[src/rtl/eth_rst_seq.sv]
// Ethernet reset sequencer, clk_in (125 MHz) domain.
// Waits for a stable MMCM lock, then releases resets in order: PHY reset
// pulse, PHY settle wait, MAC release, and finally core/AXI release.
// A loss of lock or a software request re-runs the sequence.
module eth_rst_seq #(
  parameter int unsigned SYNC_STAGES     = 2,
  parameter int unsigned LOCK_STABLE_CYC = 1024,
  parameter int unsigned PHY_RST_CYC     = 1250000,
  parameter int unsigned PHY_SETTLE_CYC  = 125000,
  parameter int unsigned MAC_RST_CYC     = 16
) (
  input  logic       clk_in,
  input  logic       rst_in,
  input  logic       clk_locked_in,
  input  logic       sw_rst_req,
  output logic       phy_rst_n,
  output logic       mac_rst,
  output logic       core_rst,
  output logic       seq_done,
  output logic [2:0] seq_state
);

  // One counter serves every state, so size it for the longest interval.
  localparam int unsigned MAX_AB  = (LOCK_STABLE_CYC > PHY_RST_CYC) ? LOCK_STABLE_CYC : PHY_RST_CYC;
  localparam int unsigned MAX_CD  = (PHY_SETTLE_CYC > MAC_RST_CYC) ? PHY_SETTLE_CYC : MAC_RST_CYC;
  localparam int unsigned MAX_CYC = (MAX_AB > MAX_CD) ? MAX_AB : MAX_CD;
  localparam int unsigned CNT_W   = ($clog2(MAX_CYC) < 1) ? 1 : $clog2(MAX_CYC);

  localparam logic [CNT_W-1:0] LOCK_LAST   = CNT_W'(LOCK_STABLE_CYC - 1);
  localparam logic [CNT_W-1:0] PHY_LAST    = CNT_W'(PHY_RST_CYC - 1);
  localparam logic [CNT_W-1:0] SETTLE_LAST = CNT_W'(PHY_SETTLE_CYC - 1);
  localparam logic [CNT_W-1:0] MAC_LAST    = CNT_W'(MAC_RST_CYC - 1);

  typedef enum logic [2:0] {
    S_WAIT_LOCK  = 3'd1,
    S_PHY_RST    = 3'd2,
    S_PHY_SETTLE = 3'd3,
    S_MAC_REL    = 3'd4,
    S_RUN        = 3'd5
  } state_t;

  logic [SYNC_STAGES-1:0] r_sync;
  logic                   w_lock_s;
  state_t                 r_state;
  state_t                 w_state_nxt;
  logic [CNT_W-1:0]       r_cnt;
  logic [CNT_W-1:0]       w_cnt_nxt;
  logic                   w_phy_rst_n;
  logic                   w_mac_rst;
  logic                   w_core_rst;
  logic                   w_seq_done;

  // Lock synchronizer: only the last stage is used anywhere else.
  always_ff @(posedge clk_in) begin
    if (rst_in) begin
      r_sync <= '0;
    end else begin
      r_sync <= {r_sync[SYNC_STAGES-2:0], clk_locked_in};
    end
  end

  assign w_lock_s = r_sync[SYNC_STAGES-1];

  // Next state and counter; lock loss outranks the software request,
  // which outranks counter expiry.
  always_comb begin
    w_state_nxt = r_state;
    w_cnt_nxt   = r_cnt + CNT_W'(1);
    case (r_state)
      S_WAIT_LOCK: begin
        if (!w_lock_s) begin
          w_cnt_nxt = '0;
        end else if (r_cnt == LOCK_LAST) begin
          w_state_nxt = S_PHY_RST;
          w_cnt_nxt   = '0;
        end
      end
      S_PHY_RST: begin
        if (!w_lock_s) begin
          w_state_nxt = S_WAIT_LOCK;
          w_cnt_nxt   = '0;
        end else if (r_cnt == PHY_LAST) begin
          w_state_nxt = S_PHY_SETTLE;
          w_cnt_nxt   = '0;
        end
      end
      S_PHY_SETTLE: begin
        if (!w_lock_s) begin
          w_state_nxt = S_WAIT_LOCK;
          w_cnt_nxt   = '0;
        end else if (r_cnt == SETTLE_LAST) begin
          w_state_nxt = S_MAC_REL;
          w_cnt_nxt   = '0;
        end
      end
      S_MAC_REL: begin
        if (!w_lock_s) begin
          w_state_nxt = S_WAIT_LOCK;
          w_cnt_nxt   = '0;
        end else if (r_cnt == MAC_LAST) begin
          w_state_nxt = S_RUN;
          w_cnt_nxt   = '0;
        end
      end
      S_RUN: begin
        // Counter is idle in RUN; holding it at zero avoids a free-running wrap.
        w_cnt_nxt = '0;
        if (!w_lock_s) begin
          w_state_nxt = S_WAIT_LOCK;
        end else if (sw_rst_req) begin
          w_state_nxt = S_PHY_RST;
        end
      end
      default: begin
        w_state_nxt = S_WAIT_LOCK;
        w_cnt_nxt   = '0;
      end
    endcase
  end

  // Output decode from the next state so the registered outputs change on
  // the same edge as the state register.
  always_comb begin
    w_phy_rst_n = 1'b0;
    w_mac_rst   = 1'b1;
    w_core_rst  = 1'b1;
    w_seq_done  = 1'b0;
    case (w_state_nxt)
      S_PHY_SETTLE: begin
        w_phy_rst_n = 1'b1;
      end
      S_MAC_REL: begin
        w_phy_rst_n = 1'b1;
        w_mac_rst   = 1'b0;
      end
      S_RUN: begin
        w_phy_rst_n = 1'b1;
        w_mac_rst   = 1'b0;
        w_core_rst  = 1'b0;
        w_seq_done  = 1'b1;
      end
      default: begin
        w_phy_rst_n = 1'b0;
      end
    endcase
  end

  // State, counter and registered outputs.
  always_ff @(posedge clk_in) begin
    if (rst_in) begin
      r_state   <= S_WAIT_LOCK;
      r_cnt     <= '0;
      phy_rst_n <= 1'b0;
      mac_rst   <= 1'b1;
      core_rst  <= 1'b1;
      seq_done  <= 1'b0;
    end else begin
      r_state   <= w_state_nxt;
      r_cnt     <= w_cnt_nxt;
      phy_rst_n <= w_phy_rst_n;
      mac_rst   <= w_mac_rst;
      core_rst  <= w_core_rst;
      seq_done  <= w_seq_done;
    end
  end

  assign seq_state = r_state;

endmodule

[config.mk]
export PLATFORM = sky130hd
export DESIGN_NAME = eth_rst_seq
export DESIGN_NICKNAME = d
export VERILOG_FILES = /design/src/rtl/eth_rst_seq.sv
export SDC_FILE = /design/constraint.sdc
export NUM_CORES = 1
export LEC_CHECK = 0
export ABC_AREA = 1
export CAP_MARGIN = 20
export CORE_MARGIN = 8
export CORE_UTILIZATION = 40
export DETAILED_ROUTE_END_ITERATION = 10
export HOLD_SLACK_MARGIN = 0.02
export SETUP_SLACK_MARGIN = 0.4
export SYNTH_ARGS = -nofsm -noshare
export SYNTH_HDL_FRONTEND = slang
export SYNTH_SLANG_ARGS = --single-unit
[constraint.sdc]
create_clock -name clk_in -period 2.4 [get_ports clk_in]
set_input_delay 0.24 -clock clk_in [delete_from_list [all_inputs] [get_ports clk_in]]
set_output_delay 0.24 -clock clk_in [all_outputs]
set_load 0.03 [all_outputs]
==> impl_metrics.py <==
metrics = {
    "clocking": {
        "cts_made_buffers": 5,
        "tritoncts": "yes",
        "clkLatencyLatePin_ns": 0.29,
        "clkSlewWorstSetupHoldPaths_ns": 0.07,
        "cts.htree.levels": 2,
        "cts_root_buf": "sky130_fd_sc_hd__clkbuf_8",
        "clockBufferDepth": 2,
        "clkSinkCount": 30,
        "post_cts_hold_buffer_count": 0,
    },
    "setup_path": {
        "ff2ff_path_depth": 9,
        "crit_path_start_kind": "flop",
        "crit_chain": "ha_2 > nand3_4 > clkinv_2 > nand3_4 > nor2_4 > nor2_2 > nor3_4 > buf_6 > nor3_1",
        "critical_path_required_ns": 2.58,
        "crit_buf_inv": 2,
        "critical_path.endpoint_type": "flop",
        "cpLargestDelayFamily": "simple AND/OR/NAND/NOR gates",
        "critical_path_peak_fanout": 18,
        "worstSetupEndpoint": "r_cnt[20]",
        "worst-endpoint-arrival_ns": 2.00,
        "rr_endpoint": "r_cnt[20]",
        "slowest_delay_ns": 0.41,
        "worst-setup-path-type": "flop to flop",
        "r2r_setup_slk_ns": 0.58,
        "cpMostUsedCell": "sky130_fd_sc_hd__nand3_4",
        "critical_path_depth": 9,
        "worst_path_max_delay_cell": "sky130_fd_sc_hd__dfxtp_1",
        "critical_path.reg2reg.startpoint": "r_cnt[0]",
        "critical_path.startpoint": "r_cnt[0]",
    },
    "worst_hold_path": {
        "min_path_type": "flop to flop",
    },
    "route": {
        "drt_iter0_markers": 148,
        "routed_wl_um": 4091,
        "drtPass1Iterations": 4,
        "drt-vias-per-instance": 4.853,
        "via_count": 1616,
        "route.detailed.wl_per_inst_um": 12.29,
        "remaining_drc_errors": 0,
        "antenna_violating_nets_post_route": 0,
    },
    "sta": {
        "worst_slew_margin_rel": 0.7708,
        "worst_clock_skew_ns": 0.004284,
        "timing_hold_violations_final": 0,
        "timing.final.crit_period_ns": 1.820,
        "hold-worst-slack_ns": 0.4060,
        "setup_viol": 0,
        "final_min_period_over_clock_period": 0.7584,
        "finalSetupTns_ns": 0,
        "timing_worst_slew_pin_value_ns": 0.3433,
        "grt_setup_unrepaired": "false",
        "timing.final.max_slew_violations": 0,
        "max_clock_freq_mhz": 549.4,
    },
    "yosys": {
        "avgSynthCellArea_sq_um": 6.944,
        "synthTopCellsByCount": "sky130_fd_sc_hd__nand2_1, sky130_fd_sc_hd__nor2_1, sky130_fd_sc_hd__inv_1",
        "synth_seq_cells": 30,
        "synth_area_leaders": "sky130_fd_sc_hd__dfxtp_1, sky130_fd_sc_hd__nand2_1, sky130_fd_sc_hd__nor2_1",
        "ys_seq_area_frac": 0.3326,
        "ys.flop_type": "sky130_fd_sc_hd__dfxtp_1",
        "synth_cell_types": 27,
        "synth-async-reset-ratio": 0,
        "synthCells": 260,
        "synth_most_common_cell": "sky130_fd_sc_hd__nand2_1",
        "syn-cell-area_sq_mm": 0.001805,
        "synthesis.nets": 265,
        "yosysTopAreaCellShare": 0.3326,
        "synth_area_leader_cell": "sky130_fd_sc_hd__dfxtp_1",
        "post_synth_edffs": 0,
        "synthesis.yosys.warnings": 0,
    },
    "floorplanning": {
        "core_area_sq_mm": 0.004354,
        "die-height_um": 83.19,
        "std_cell_rows": 24,
        "floorplan.initialDensity": 0.4147,
        "top_level_ports": 11,
        "total_die_area_sq_mm": 0.006920,
        "die_w_um": 83.19,
    },
    "grt": {
        "use_met2": 0.1966,
        "total_grt_overflow": 0,
        "gr-usage-all-layers": 0.1226,
        "busiest_layer": "met2",
        "met1_global_route_usage": 0.1562,
        "grt_pass1_vias": 1524,
        "groute.layer.met3.usage": 0.02344,
        "grt_pass1_wl_um": 7148,
        "pin_count_of_the_biggest_net_entering_global_routing": 19,
        "antenna_found_initial": 0,
    },
    "cells_and_area": {
        "multi_input_comb_area_sq_mm": 0.001039,
        "antenna_cells_inserted": 0,
        "fraction_of_layout_cells_with_a_size_suffix_above_1": 0.1601,
        "fillCellCount": 440,
        "design.final.nets": 285,
        "areaGrowthSynthToFinish_pct": 17.32,
        "ff_latch_area_sq_um": 600.6,
        "share_of_the_core_filled_with_cells": 0.4865,
    },
    "job": {
        "max-cap-violations": 0,
    },
    "outcome": {
        "run_status": "finished clean",
    },
    "power": {
        "p_per_area_mw_per_mm2": 491.3,
        "p_leak_nw": 0.8430,
        "power.ir.vdd_worst_mv": 0.3085,
        "report.power.total_mw": 1.041,
    },
    "placement": {
        "detailed_place_hpwl_um": 3180,
        "gp_congestion": 0.8169,
        "place.port_buffers": 10,
    },
}
## cells in the final DEF (no fill, tap or decap), drive strengths merged
cell type      instances
nand2                 61
nor2                  49
inv                   37
dfxtp                 30
nor3                  26
nand3                 15
xor2                  13
nand4                 10
clkdlybuf4s50         10
buf                    7
a21oi                  5
clkbuf                 5
xnor2                  4
clkinvlp               2
o21ai                  2
o211ai                 1
clkinv                 1
a21boi                 1
ha                     1
bufinv                 1
## repair_timing
action | CTS | global route
setup buffers | 0 | 4
gates resized for setup | 0 | 4
setup endpoints to repair | 0 | 22
hold endpoints to repair | 0 | 0
## worst register-to-register path, stage by stage, from the launching register on
cell,delay [ns]
sky130_fd_sc_hd__dfxtp_1,0.41
sky130_fd_sc_hd__ha_2,0.26
sky130_fd_sc_hd__nand3_4,0.16
sky130_fd_sc_hd__clkinv_2,0.13
sky130_fd_sc_hd__nand3_4,0.08
sky130_fd_sc_hd__nor2_4,0.14
sky130_fd_sc_hd__nor2_2,0.06
sky130_fd_sc_hd__nor3_4,0.18
sky130_fd_sc_hd__buf_6,0.23
sky130_fd_sc_hd__nor3_1,0.07
## logic make-up after synthesis
kind of cell	share of synthesized area
AOI/OAI and AO/OA	0.02772
xor gates and xnor gates	0.08247
adders and majority gates	0.006929
buffers and inverters	0.09632
DFF	0.3326
and+or+nand+nor	0.4539
## registers in the layout, indices dropped and copies added (netlist names)
name / cells
mac_rst: 1
seq_done: 1
seq_state: 3
r_cnt: 21
phy_rst_n: 1
r_sync: 2
core_rst: 1
## power by group
group          internal, mW  leakage, nW  switching (mW)
Clock                 0.309       0.0504           0.211
Combinational       0.00992        0.550         0.00968
Sequential            0.500        0.242         0.00225
Total                 0.818        0.843           0.223
## final cells by class
type                    instances  share of cell area
clock inverters                 3             0.02126
inverters                      38             0.06793
repair buffers                 17             0.07383
clock buffers                   5             0.03249
well taps                      52             0.03071
multi-input cells             188              0.4903
flip-flops and latches         30              0.2835
## per-stage QoR
stage          cell area [sq um]  setup WS (ns)  instances
2_1_floorplan               1805         0.6309        260
3_3_place_gp                1963         0.4830        321
3_5_place_dp                1963         0.4808        321
4_1_cts                     2077         0.4552        329
5_1_grt                     2118         0.4299        333
6_report                    2118         0.5798        333
## metal layers
layer	routed length (um)	up-vias
met5	0	-
met4	58	0
met3	132	7
met2	1918	18
met1	1982	732
li1	-	859
## worst min path at each step
stage,startpoint,to,slack (ns),cells after the start
CTS,r_sync[0],r_sync[1],0.41,2
finish,r_sync[0],r_sync[1],0.41,2
floorplan,rst_in,seq_state[1],0.31,1
detailed placement,r_sync[0],r_sync[1],0.40,2
global placement,r_sync[0],r_sync[1],0.39,2
global route,r_sync[0],r_sync[1],0.43,2
Note: power is estimated with default switching activity, not from simulation.
